--- src/rtl/dram_result_uart_framer_pkg.sv ---
// Shared definitions for the DRAM result path consumers.
//   - state_t    : framer FSM states
//   - HDR0/HDR1  : frame header bytes
//   - NUM_CORES  : default number of result bytes per frame
//   - frame_len(): bytes per frame for a core count and checksum option
package dram_io_pkg;

   localparam int          NUM_CORES    = 16;
   localparam logic [7:0]  HDR0         = 8'hA5;
   localparam logic [7:0]  HDR1         = 8'h5A;
   localparam int          BUSY_TIMEOUT = 16;

   typedef enum logic [2:0] {
      IDLE    = 3'd0,
      LOAD    = 3'd1,
      WAIT_HI = 3'd2,
      WAIT_LO = 3'd3,
      DONE    = 3'd4
   } state_t;

   // Two header bytes, the data bytes, and an optional trailing checksum.
   function automatic int frame_len(input int n_cores, input bit csum_en);
      return n_cores + 2 + (csum_en ? 1 : 0);
   endfunction

endpackage

--- src/rtl/dram_result_uart_framer_rising_edge_det.sv ---
// Registered rising-edge detector.
//   clk    : clock
//   rst_n  : asynchronous active-low reset (history register cleared)
//   i_sig  : level input
//   o_rise : high for the cycle in which i_sig is high and was low last cycle
module rising_edge_det (
   input  logic clk,
   input  logic rst_n,
   input  logic i_sig,
   output logic o_rise
);

   logic r_sig_q;

   always_ff @(posedge clk or negedge rst_n) begin
      if (!rst_n) r_sig_q <= 1'b0;
      else        r_sig_q <= i_sig;
   end

   assign o_rise = i_sig & ~r_sig_q;

endmodule

--- src/rtl/dram_result_uart_framer.sv ---
// Frames the per-core DRAM result bytes for the byte-wide UART transmitter.
// On a rising edge of rd_done all result bytes are snapshotted, then sent as
// HDR0 HDR1 D1..Dn [CSUM], one uart_en pulse per byte, pacing on uart_busy.
// Build option: define FRAME_CHECKSUM_EN to append the 8-bit data checksum.
// Ports:
//   clk_100m, rst_n : clock, asynchronous active-low reset
//   rd_done         : read-complete level; rising edge starts a frame
//   dram_data       : result bytes, core 1 in [7:0]
//   uart_busy       : transmitter busy
//   uart_en/din     : byte strobe and byte to transmit
//   frame_busy      : frame in progress
//   frame_done      : one-cycle pulse at end of frame
//   overrun         : one-cycle pulse, start request dropped while busy
//
// state   | meaning
// IDLE    | waiting for rd_done rising edge
// LOAD    | present next byte, pulse uart_en
// WAIT_HI | waiting for uart_busy to rise (bounded by BUSY_TIMEOUT)
// WAIT_LO | waiting for uart_busy to fall
// DONE    | frame_done pulse, clear checksum
module dram_result_uart_framer
   import dram_io_pkg::*;
#(
   parameter int         P_NUM_CORES    = NUM_CORES,
   parameter logic [7:0] P_HDR0         = HDR0,
   parameter logic [7:0] P_HDR1         = HDR1,
   parameter int         P_BUSY_TIMEOUT = BUSY_TIMEOUT
) (
   input  logic                     clk_100m,
   input  logic                     rst_n,
   input  logic                     rd_done,
   input  logic [8*P_NUM_CORES-1:0] dram_data,
   input  logic                     uart_busy,
   output logic                     uart_en,
   output logic [7:0]               uart_din,
   output logic                     frame_busy,
   output logic                     frame_done,
   output logic                     overrun
);

`ifdef FRAME_CHECKSUM_EN
   localparam bit CSUM_EN = 1'b1;
`else
   localparam bit CSUM_EN = 1'b0;
`endif
   localparam int LAST = frame_len(P_NUM_CORES, CSUM_EN) - 1;
   localparam int IW   = $clog2(LAST + 1);

   state_t                   r_state;
   logic [8*P_NUM_CORES-1:0] r_buf;
   logic [IW-1:0]            r_idx;
   logic [7:0]               r_tmr;
   logic                     r_uart_en;
   logic [7:0]               r_uart_din;
   logic                     r_frame_busy;
   logic                     r_frame_done;
   logic                     r_overrun;
`ifdef FRAME_CHECKSUM_EN
   logic [7:0]               r_csum;
`endif

   logic                     w_start;
   logic [7:0]               w_byte;
   logic                     w_is_data;

   rising_edge_det u_rd_done_edge (
      .clk    (clk_100m),
      .rst_n  (rst_n),
      .i_sig  (rd_done),
      .o_rise (w_start)
   );

   // Byte selected by the frame index.
   always_comb begin
      w_byte    = 8'h00;
      w_is_data = 1'b0;
      if (r_idx == '0) begin
         w_byte = P_HDR0;
      end else if (r_idx == IW'(1)) begin
         w_byte = P_HDR1;
      end else if (int'(r_idx) <= P_NUM_CORES + 1) begin
         w_is_data = 1'b1;
         w_byte    = r_buf[8*(int'(r_idx)-2) +: 8];
      end
`ifdef FRAME_CHECKSUM_EN
      else begin
         w_byte = r_csum;
      end
`endif
   end

   always_ff @(posedge clk_100m or negedge rst_n) begin
      if (!rst_n) begin
         r_state      <= IDLE;
         r_buf        <= '0;
         r_idx        <= '0;
         r_tmr        <= '0;
         r_uart_en    <= 1'b0;
         r_uart_din   <= 8'h00;
         r_frame_busy <= 1'b0;
         r_frame_done <= 1'b0;
         r_overrun    <= 1'b0;
`ifdef FRAME_CHECKSUM_EN
         r_csum       <= 8'h00;
`endif
      end else begin
         r_uart_en    <= 1'b0;
         r_frame_done <= 1'b0;
         // Any start outside IDLE (including DONE) is dropped and flagged.
         r_overrun    <= w_start && (r_state != IDLE);
         case (r_state)
            IDLE: begin
               if (w_start) begin
                  r_buf        <= dram_data;
                  r_frame_busy <= 1'b1;
                  r_idx        <= '0;
                  r_state      <= LOAD;
               end
            end
            LOAD: begin
               r_uart_din <= w_byte;
               r_uart_en  <= 1'b1;
               r_tmr      <= 8'(P_BUSY_TIMEOUT - 1);
`ifdef FRAME_CHECKSUM_EN
               if (w_is_data) r_csum <= r_csum + w_byte;
`endif
               r_state    <= WAIT_HI;
            end
            WAIT_HI: begin
               // A transmitter that never acknowledges must not stall the frame.
               if (uart_busy || (r_tmr == 8'd0)) r_state <= WAIT_LO;
               else                              r_tmr   <= r_tmr - 8'd1;
            end
            WAIT_LO: begin
               if (!uart_busy) begin
                  if (r_idx == IW'(LAST)) begin
                     r_frame_done <= 1'b1;
                     r_frame_busy <= 1'b0;
                     r_state      <= DONE;
                  end else begin
                     r_idx   <= r_idx + IW'(1);
                     r_state <= LOAD;
                  end
               end
            end
            DONE: begin
`ifdef FRAME_CHECKSUM_EN
               r_csum  <= 8'h00;
`endif
               r_state <= IDLE;
            end
            default: r_state <= IDLE;
         endcase
      end
   end

   assign uart_en    = r_uart_en;
   assign uart_din   = r_uart_din;
   assign frame_busy = r_frame_busy;
   assign frame_done = r_frame_done;
   assign overrun    = r_overrun;

endmodule

--- config.mk ---
export PLATFORM = sky130hd
export DESIGN_NAME = dram_result_uart_framer
export DESIGN_NICKNAME = d
export VERILOG_FILES = /design/src/rtl/dram_result_uart_framer_pkg.sv /design/src/rtl/dram_result_uart_framer_rising_edge_det.sv /design/src/rtl/dram_result_uart_framer.sv
export SDC_FILE = /design/constraint.sdc
export NUM_CORES = 1
export LEC_CHECK = 0
export ABC_AREA = 1
export CORE_MARGIN = 2
export CORE_UTILIZATION = 41
export CTS_CLUSTER_SIZE = 8
export DETAILED_ROUTE_END_ITERATION = 12
export GPL_TIMING_DRIVEN = 1
export PLACE_DENSITY_LB_ADDON = 0.05
export SLEW_MARGIN = 20
export SYNTH_ARGS = -nofsm -noshare
export SYNTH_HDL_FRONTEND = slang
export SYNTH_SLANG_ARGS = --single-unit
--- constraint.sdc ---
create_clock -name clk_100m -period 2.9 [get_ports clk_100m]
set_input_delay 0.58 -clock clk_100m [delete_from_list [all_inputs] [get_ports clk_100m]]
set_output_delay 0.58 -clock clk_100m [all_outputs]
set_load 0.05 [all_outputs]
== After elaboration in Yosys (flattened, before gate mapping) ==
Cells that the tools add are included.

* Register bits after elaboration: 157
* Input port bits: 132
* Logic and storage cells: 63
* Output and inout port bits: 12

* Magnitude comparators: 1
* Shift operators: 1
* Add/subtract/negate cells: 3
* Reduce and logical (&&, ||, !) cells: 13
* Equality and inequality tests: 11
* Bitwise operators: 2
* Muxes and demuxes: 22

{| class="wikitable"
|+ Operators by type and width
! cell !! count
|-
| 128-bit by 9-bit variable part select with 8-bit output || 1
|-
| 8-bit 2-to-1 mux || 4
|-
| 8-bit one-hot mux with 2 select lines || 1
|-
| 5-bit 2-to-1 mux || 3
|-
| 3-bit 2-to-1 mux || 4
|-
| 2-bit != test, second input constant || 6
|-
| 3-bit one-hot mux with 4 select lines || 1
|-
| 5-bit one-hot mux with 2 select lines || 1
|-
| 8-bit zero test || 1
|-
| 4-bit AND reduction || 2
|-
| 8-bit by 1-bit subtractor with 8-bit output, second input constant || 1
|-
| 1-bit 2-to-1 mux || 7
|-
| 3-bit by 2-bit == test with 1-bit output, second input constant || 2
|-
| 5-bit by 2-bit subtractor with 6-bit output, second input constant || 1
|-
| 5-bit by 1-bit adder with 5-bit output, second input constant || 1
|-
| 5-bit by 1-bit == test with 1-bit output, second input constant || 1
|-
| 5-bit == test, second input constant || 1
|-
| 5-bit <= comparator, second input constant || 1
|-
| 5-bit zero test || 1
|-
| 2-bit AND reduction || 2
|-
| 2-bit nonzero test || 2
|-
| 3-bit by 1-bit == test with 1-bit output, second input constant || 1
|-
| 3-bit zero test || 1
|-
| 3-bit AND reduction || 1
|-
| 6 further kinds || 6
|}

== Depth between registers and ports, before layout ==
Gate-level depths: netlist of run 1.

* Depth in word-level cells: 5
* Depth in mapped cells: 14

== Cells and area by module ==
A second synthesis of run 1 with hierarchy kept.

* Cell total of the unflattened synthesis: 988
* Area total of the unflattened synthesis: 7898.8 um^2

{| class="wikitable"
|+ Modules (own cells, without submodules)
! module !! cells each !! area each (um^2) !! instances
|-
| dram_result_uart_framer || 985 || 7863.8 || 1
|-
| rising_edge_det || 3 || 35.0 || 1
|}

== Least setup slack after synthesis of run 1 ==
No wires, ideal clock.

* Kind: reg-to-reg
* Start point: register r_idx[1]
* End point: register r_uart_din[3] (netlist: uart_din[3])
* Required time: 2.834 ns
* Path buffers: 4
* Stages on the path, launching flop included: 14
* Period minus slack after synthesis: 2.025 ns
* Library setup time: 0.066 ns
* Path slack: 0.875 ns
* Arrival time: 1.959 ns
* Cells stage by stage: dfrtp_1 inv_1 buf_2 buf_2 ha_1 buf_2 inv_1 buf_2 nand3_1 nand3_1 nand3_1 nand2_1 nand2_1 nand2_1

* Cells in the longest elaborated chain, start to end: 5
* Elaborated cells between the ends (all ways): 8
* Those cells by class: 1 x add/sub; 1 x order compare; 1 x eq/ne; 1 x shift; 3 x mux; 1 x reduce/logical

{| class="wikitable"
|+ RTL lines
! element !! line !! RTL
|-
| start: declaration || dram_result_uart_framer.sv:51 || <nowiki>logic [IW-1:0] r_idx;</nowiki>
|-
| start signal: assignment || dram_result_uart_framer.sv:141 || <nowiki>r_idx <= r_idx + IW'(1);</nowiki>
|-
| 5-bit by 2-bit subtractor with 6-bit output || dram_result_uart_framer.sv:83 || <nowiki>w_byte = r_buf[8*(int'(r_idx)-2) +: 8];</nowiki>
|-
| 128-bit by 9-bit variable part select with 8-bit output || dram_result_uart_framer.sv:83 ||
|-
| 8-bit 2-to-1 mux || dram_result_uart_framer.sv:81 || <nowiki>end else if (int'(r_idx) <= P_NUM_CORES + 1) begin</nowiki>
|-
| 8-bit 2-to-1 mux || dram_result_uart_framer.sv:79 || <nowiki>end else if (r_idx == IW'(1)) begin</nowiki>
|-
| 8-bit 2-to-1 mux (*) || dram_result_uart_framer.sv:77 || <nowiki>if (r_idx == '0) begin</nowiki>
|-
| end signal: assignment || dram_result_uart_framer.sv:121 || <nowiki>r_uart_din <= w_byte;</nowiki>
|-
| end: declaration || dram_result_uart_framer.sv:54 || <nowiki>logic [7:0] r_uart_din;</nowiki>
|}

Every way passes the cells marked *; elsewhere a longest branch is shown, timed or not.
A chain may end at the register's enable or synchronous reset.

== Worst setup path after layout of run 1 ==
* Start point: register r_uart_din[0] (netlist: uart_din[0])
* End point: output uart_din[0]

{| class="wikitable"
|+ RTL lines
! element !! line !! RTL
|-
| end: declaration || dram_result_uart_framer.sv:35 || <nowiki>output logic [7:0] uart_din,</nowiki>
|}

No word-level cell between the ends.

==> results.py, run 1 <==
metrics = {
    "detailed_routing": {
        "vias": 5954,
        "vias_per_cell": 4.821,
        "drt_iter0_drc": 341,
        "ant_nets": 0,
        "routed_wl_mm": 19.57,
        "drt-pass1-iter-count": 5,
        "drc": 0,
        "avgRoutedWirePerCell_um": 15.85,
    },
    "clock_tree": {
        "cts_buffers": 17,
        "cts_hold_buf": 0,
        "cts.sinks": 157,
        "cts_root_buf": "clkbuf_16",
        "cts_tree": "yes",
        "path_clk_slew_ns": 0.06,
        "insertion_delay_ns": 0.43,
        "ctsResizeCount": 0,
        "clockBufferDepth": 2,
        "cts_max_level": 4,
        "post_cts.repair.setup_buffers": 0,
    },
    "global_routing": {
        "grt-ovfl-total": 0,
        "grt_max_degree": 78,
        "grt_pass1_vias": 6177,
        "grt_pass1_wl_mm": 31.78,
        "antenna_found_initial": 0,
        "grt.total_usage_pct": 19.81,
    },
    "timing": {
        "max-slew-margin-rel_pct": 50.09,
        "fin_skew_ns": 0.01106,
        "rsz0062_at_grt": "no",
        "max_clock_freq_ghz": 0.4557,
        "hold_violations": 0,
        "worst_slew_pin_slew_ns": 0.7487,
        "setup_slack_ns": 0.7054,
        "tns_ns": 0,
        "post-route-period-util_pct": 75.67,
        "min_period_ns": 2.195,
        "setup_violations": 0,
        "finalMaxSlewViolations": 0,
    },
    "logic_synthesis": {
        "seq_area_frac_synth_pct": 48.49,
        "ys_ff_latch": 157,
        "ys_warn_count": 0,
        "synth_cell_type_count": 31,
        "syn-num-nets": 964,
        "yosysTopAreaCell": "dfrtp_1",
        "synthCells": 824,
        "syn-cell-area_mm2": 0.008102,
        "synth_top_area_share_pct": 48.49,
        "avgSynthCellArea_um2": 9.832,
        "synth_area_leaders": "dfrtp_1 48%, mux2_4 13%, nand2_1 6.2%",
    },
    "critical_path": {
        "crit_family": "buffers and inverters",
        "cpMaxStageDelayCell": "clkdlybuf4s50_1",
        "end_kind": "primary output",
        "rrSetupSlack_ns": 0.72,
        "crit_type": "register to primary output",
        "cp.depth": 1,
        "path_cells": "clkdlybuf4s50_1",
        "crit_path_max_incr_delay_ns": 0.81,
        "start_kind": "register",
        "path_buf_inv": 1,
        "arrival_ns": 1.61,
        "cp_max_fo": 2,
        "reg2regPathDepth": 10,
        "critPathRequiredTime_ns": 2.32,
    },
    "layout": {
        "syn2layout_area_growth_pct": 27.72,
        "finalInstanceArea_mm2": 0.01035,
        "layout.nets": 1097,
        "diodes": 0,
        "drive_gt1_share_pct": 20.21,
        "fillerInstances": 1785,
    },
    "floorplanning": {
        "fp.dieH_um": 144.6,
        "dieArea_mm2": 0.02090,
        "io_pins": 144,
        "initial_core_util_pct": 41.76,
        "row_count": 51,
        "die_w_um": 144.6,
        "core_area_mm2": 0.01940,
    },
    "run_status": {
        "status": "finished clean",
    },
    "placed_design": {
        "place_ws_ns": 0.4234,
        "gp_congestion": 0.8138,
        "postPlaceCellArea_mm2": 0.009752,
        "hpwl_mm": 13.85,
        "port_buffers": 143,
    },
    "flow_run": {
        "drv_cap": 0,
    },
    "min_path": {
        "hold_path.class": "primary input to asynchronous set/reset pin",
    },
    "power_and_ir_drop": {
        "ir_worst_vdd_mv": 0.6012,
        "p_per_area_mw_per_mm2": 1035,
        "p_leak_nw": 4.928,
    },
}
-- Yosys cell counts, drive strengths merged --
cell / n
nor3: 5
dfrtp: 157
o22ai: 2
nand4: 2
clkbuf: 5
a21oi: 77
nor3b: 1
nand2: 139
mux2: 76
inv: 81
o21ai: 41
nand3: 79
or2: 5
buf: 40
a41oi: 1
o211ai: 9
o31ai: 4
ha: 8
xor2: 6
a31oi: 1
nor2: 85
-- per-layer routing --
metal,share of wire (%),vias up,track usage (%)
met3,4.1,11,3.642
met2,48,120,32.73
met1,47,2850,26.76
met5,0,-,0
met4,0.76,0,5.621
li1,-,2973,-
-- cell families after synthesis --
logic type,synth area share (%)
AND/OR/NAND/NOR,16.90
flip-flops,48.49
AO/OA/AOI/OAI,11.34
buffers and inverters,7.629
multiplexers,13.76
adder cells (fa/ha/maj),1.236
XOR/XNOR,0.6486
-- placed cells by master, fill, tap and decap left out, drive strengths merged --
cell type,n
dfrtp,157
or2,5
clkinv,5
bufinv,1
nor3b,1
nand2,139
o22ai,2
nand3,79
clkdlybuf4s50,142
ha,8
nor3,5
buf,17
o21ai,41
a41oi,1
xor2,6
o31ai,4
a31oi,1
o211ai,9
nand4,2
clkinvlp,2
a21oi,77
nor2,85
clkbuf,20
inv,85
mux2,76
-- worst paths after layout --
kind / from / to
hold / removal: rst_n / r_buf[89]
hold reg to reg: u_rd_done_edge.r_sig_q / overrun
setup / recovery: uart_din[0] / uart_din[0]
max in group asynchronous: rst_n / r_buf[24]
setup reg to reg: r_idx[1] / uart_din[3]
min in group clk_100m: u_rd_done_edge.r_sig_q / overrun
-- registers in the layout (all words and copies together) (netlist names) --
register / count
r_buf: 128
r_tmr: 8
uart_din: 8
r_idx: 5
r_state: 3
frame_busy: 1
frame_done: 1
overrun: 1
u_rd_done_edge.r_sig_q: 1
uart_en: 1
-- layout make-up --
class / instances / area (um2) / area share, %
Tap cell: 265 / 331.6 / 3.204
Multi-Input combinational cell: 541 / 3568 / 34.49
Clock inverter: 12 / 128.9 / 1.245
Clock buffer: 20 / 466.7 / 4.510
Sequential cell: 157 / 3933 / 38.00
Timing Repair Buffer: 159 / 1615 / 15.61
Inverter: 81 / 304.0 / 2.938
-- report_power, final --
part	internal [mW]	leakage (nW)	switching, mW
Clock	1.27	0.287	0.954
Combinational	2.11	2.81	2.69
Sequential	3.18	1.83	0.501
Total	6.57	4.93	4.15
-- metrics by stage --
stage / power, mW / utilization, % / hold WS (ns) / cells
5_1_grt: 11.52 / 53.34 / 0.2480 / 1235
4_1_cts: 10.84 / 53.34 / 0.2261 / 1235
3_5_place_dp: 8.575 / 50.27 / 0.4222 / 1203
6_report: 10.71 / 53.34 / 0.1999 / 1235
2_1_floorplan: 7.188 / - / 0.2844 / 824
3_3_place_gp: 8.461 / 50.27 / 0.4393 / 1203
Power figures use the tool's default switching activity.
==> inputs of run 2 (changes only) <==
Clock period 2.9 ns to 2.03 ns, I/O delays scaled along.
==> run 2 against run 1 <==
Non-clock buffer count up 21. Critical path depth unchanged. Utilization up 1.1 points. Clock-buffer cell count down 2. Worst setup slack worse by 0.65 ns. Clock skew down 0.0015 ns. Die area unchanged. Clock power up 44%. Critical path type unchanged. Register-to-register slack worse by 0.52 ns. Sequential power up 44%. Combinational power up 47%.
==> results.py, run 2 (synthesis gave the netlist of run 1 again) <==
metrics = {
    "run_status": {
        "status": "finished clean",
    },
    "critical_path": {
        "crit_path_max_incr_delay_ns": 0.81,
        "cpMaxStageDelayCell": "clkdlybuf4s50_1",
        "cp_max_fo": 1,
        "path_buf_inv": 1,
        "critPathRequiredTime_ns": 1.62,
        "arrival_ns": 1.57,
        "reg2regPathDepth": 8,
        "cp.depth": 1,
        "end_kind": "primary output",
        "crit_family": "buffers and inverters",
        "r2r-start": "r_idx[0]",
        "startpoint": "frame_done",
        "setup.worst_path.end": "frame_done",
        "rrSetupSlack_ns": 0.20,
        "timing.rr.end": "uart_din[5]",
        "path_cells": "clkdlybuf4s50_1",
        "crit_type": "register to primary output",
        "start_kind": "register",
    },
    "floorplanning": {
        "die_w_um": 144.6,
        "dieArea_mm2": 0.02090,
        "core_area_mm2": 0.01940,
        "initial_core_util_pct": 41.76,
        "io_pins": 144,
        "row_count": 51,
        "fp.dieH_um": 144.6,
    },
    "global_routing": {
        "grt_max_degree": 53,
        "antenna_found_initial": 0,
        "grt.total_usage_pct": 20.47,
        "grt_pass1_wl_mm": 33.30,
        "grt-ovfl-total": 0,
        "grt_pass1_vias": 6524,
    },
    "power_and_ir_drop": {
        "p_leak_nw": 5.091,
        "p_total_mw": 15.56,
        "p_per_area_mw_per_mm2": 1473,
        "ir_worst_vdd_mv": 0.7914,
    },
    "layout": {
        "fin_util_pct": 54.44,
        "layout.nets": 1118,
        "fillerInstances": 1770,
        "syn2layout_area_growth_pct": 30.35,
        "diodes": 0,
        "largest_reg_flops": 128,
        "layout_commonest_cell": "dfrtp_1",
        "regMostFlops": "r_buf",
        "finalInstanceArea_mm2": 0.01056,
        "drive_gt1_share_pct": 21.90,
        "most-common-layout-cells": "156 x dfrtp_1, 134 x nand2_1, 133 x clkdlybuf4s50_1, 79 x nor2_1, 79 x nand3_1",
    },
    "timing": {
        "min_period_ns": 1.972,
        "max-slew-margin-rel_pct": 62.74,
        "setup_violations": 0,
        "post-route-period-util_pct": 97.15,
        "worst_slew_pin_slew_ns": 0.5589,
        "rsz0062_at_grt": "no",
        "fin_skew_ns": 0.009552,
        "max_clock_freq_ghz": 0.5071,
        "tns_ns": 0,
        "whs_ns": 0.4409,
        "hold_violations": 0,
        "finalMaxSlewViolations": 0,
    },
    "flow_run": {
        "drv_cap": 0,
    },
    "clock_tree": {
        "clockBufferDepth": 2,
        "path_clk_slew_ns": 0.07,
        "cts_max_level": 4,
        "cts_buffers": 17,
        "insertion_delay_ns": 0.42,
        "cts.sinks": 157,
        "cts_root_buf": "clkbuf_16",
        "cts_tree": "yes",
    },
    "placed_design": {
        "gp_congestion": 0.8268,
        "postPlaceCellArea_mm2": 0.009952,
        "port_buffers": 143,
        "hpwl_mm": 14.29,
    },
    "detailed_routing": {
        "avgRoutedWirePerCell_um": 16.03,
        "drt_iter0_drc": 329,
        "vias": 6077,
        "drt-pass1-iter-count": 4,
        "drc": 0,
        "routed_wl_mm": 20.13,
        "ant_nets": 0,
        "vias_per_cell": 4.838,
    },
    "min_path": {
        "hold_path.class": "register to register",
        "whs_path_depth": 1,
    },
}
==> run 2: layout make-up <==
cell class | count | area [um2] | area share (%)
Sequential cell | 157 | 3933 | 37.24
Clock buffer | 18 | 429.2 | 4.064
Timing Repair Buffer | 180 | 1829 | 17.32
Multi-Input combinational cell | 541 | 3576 | 33.86
Inverter | 81 | 304.0 | 2.879
Clock inverter | 14 | 157.7 | 1.493
Tap cell | 265 | 331.6 | 3.140
==> run 2: timing repair <==
item,in CTS,in global routing
endpoints found under the setup margin,5,11
setup buffers,0,0
hold endpoints to repair,48,0
gates cloned,0,0
resized for setup,5,7
pin swaps,0,0
hold buffers,1,0
==> run 2: how the worst min path moves through the flow <==
stage                            from                     end  slack (ns)
2_1_floorplan                   rst_n              frame_busy        0.11
3_3_place_gp                    rst_n               r_buf[92]        0.41
3_5_place_dp                    rst_n               r_buf[92]        0.42
4_1_cts                       rd_done  u_rd_done_edge.r_sig_q        0.43
5_1_grt                       rd_done  u_rd_done_edge.r_sig_q        0.44
6_report       u_rd_done_edge.r_sig_q                 overrun        0.44
==> run 2: through the flow <==
step / std cells / setup WS [ns]
after floorplan: 824 / 0.004998
after global routing: 1256 / 0.003388
after global placement: 1223 / 0.06496
final: 1256 / 0.05790
after CTS: 1256 / 0.0002631
after detailed placement: 1223 / 0.04011
==> run 2: power by group <==
group          leakage [nW]  internal [mW]  switching [mW]  total [mW]
clock network         0.279           1.84            1.38        3.22
registers              1.83           4.54           0.743        5.29
logic                  2.98           3.16            3.89        7.05
total                  5.09           9.54            6.02        15.6
==> run 2: metal layers <==
layer / part of all wire (%) / vias up / track usage (%)
met4: 1.1 / 0 / 5.365
met1: 47 / 2931 / 27.59
met3: 3.4 / 20 / 3.510
met2: 48 / 117 / 34.30
li1: - / 3009 / -
met5: 0 / - / 0
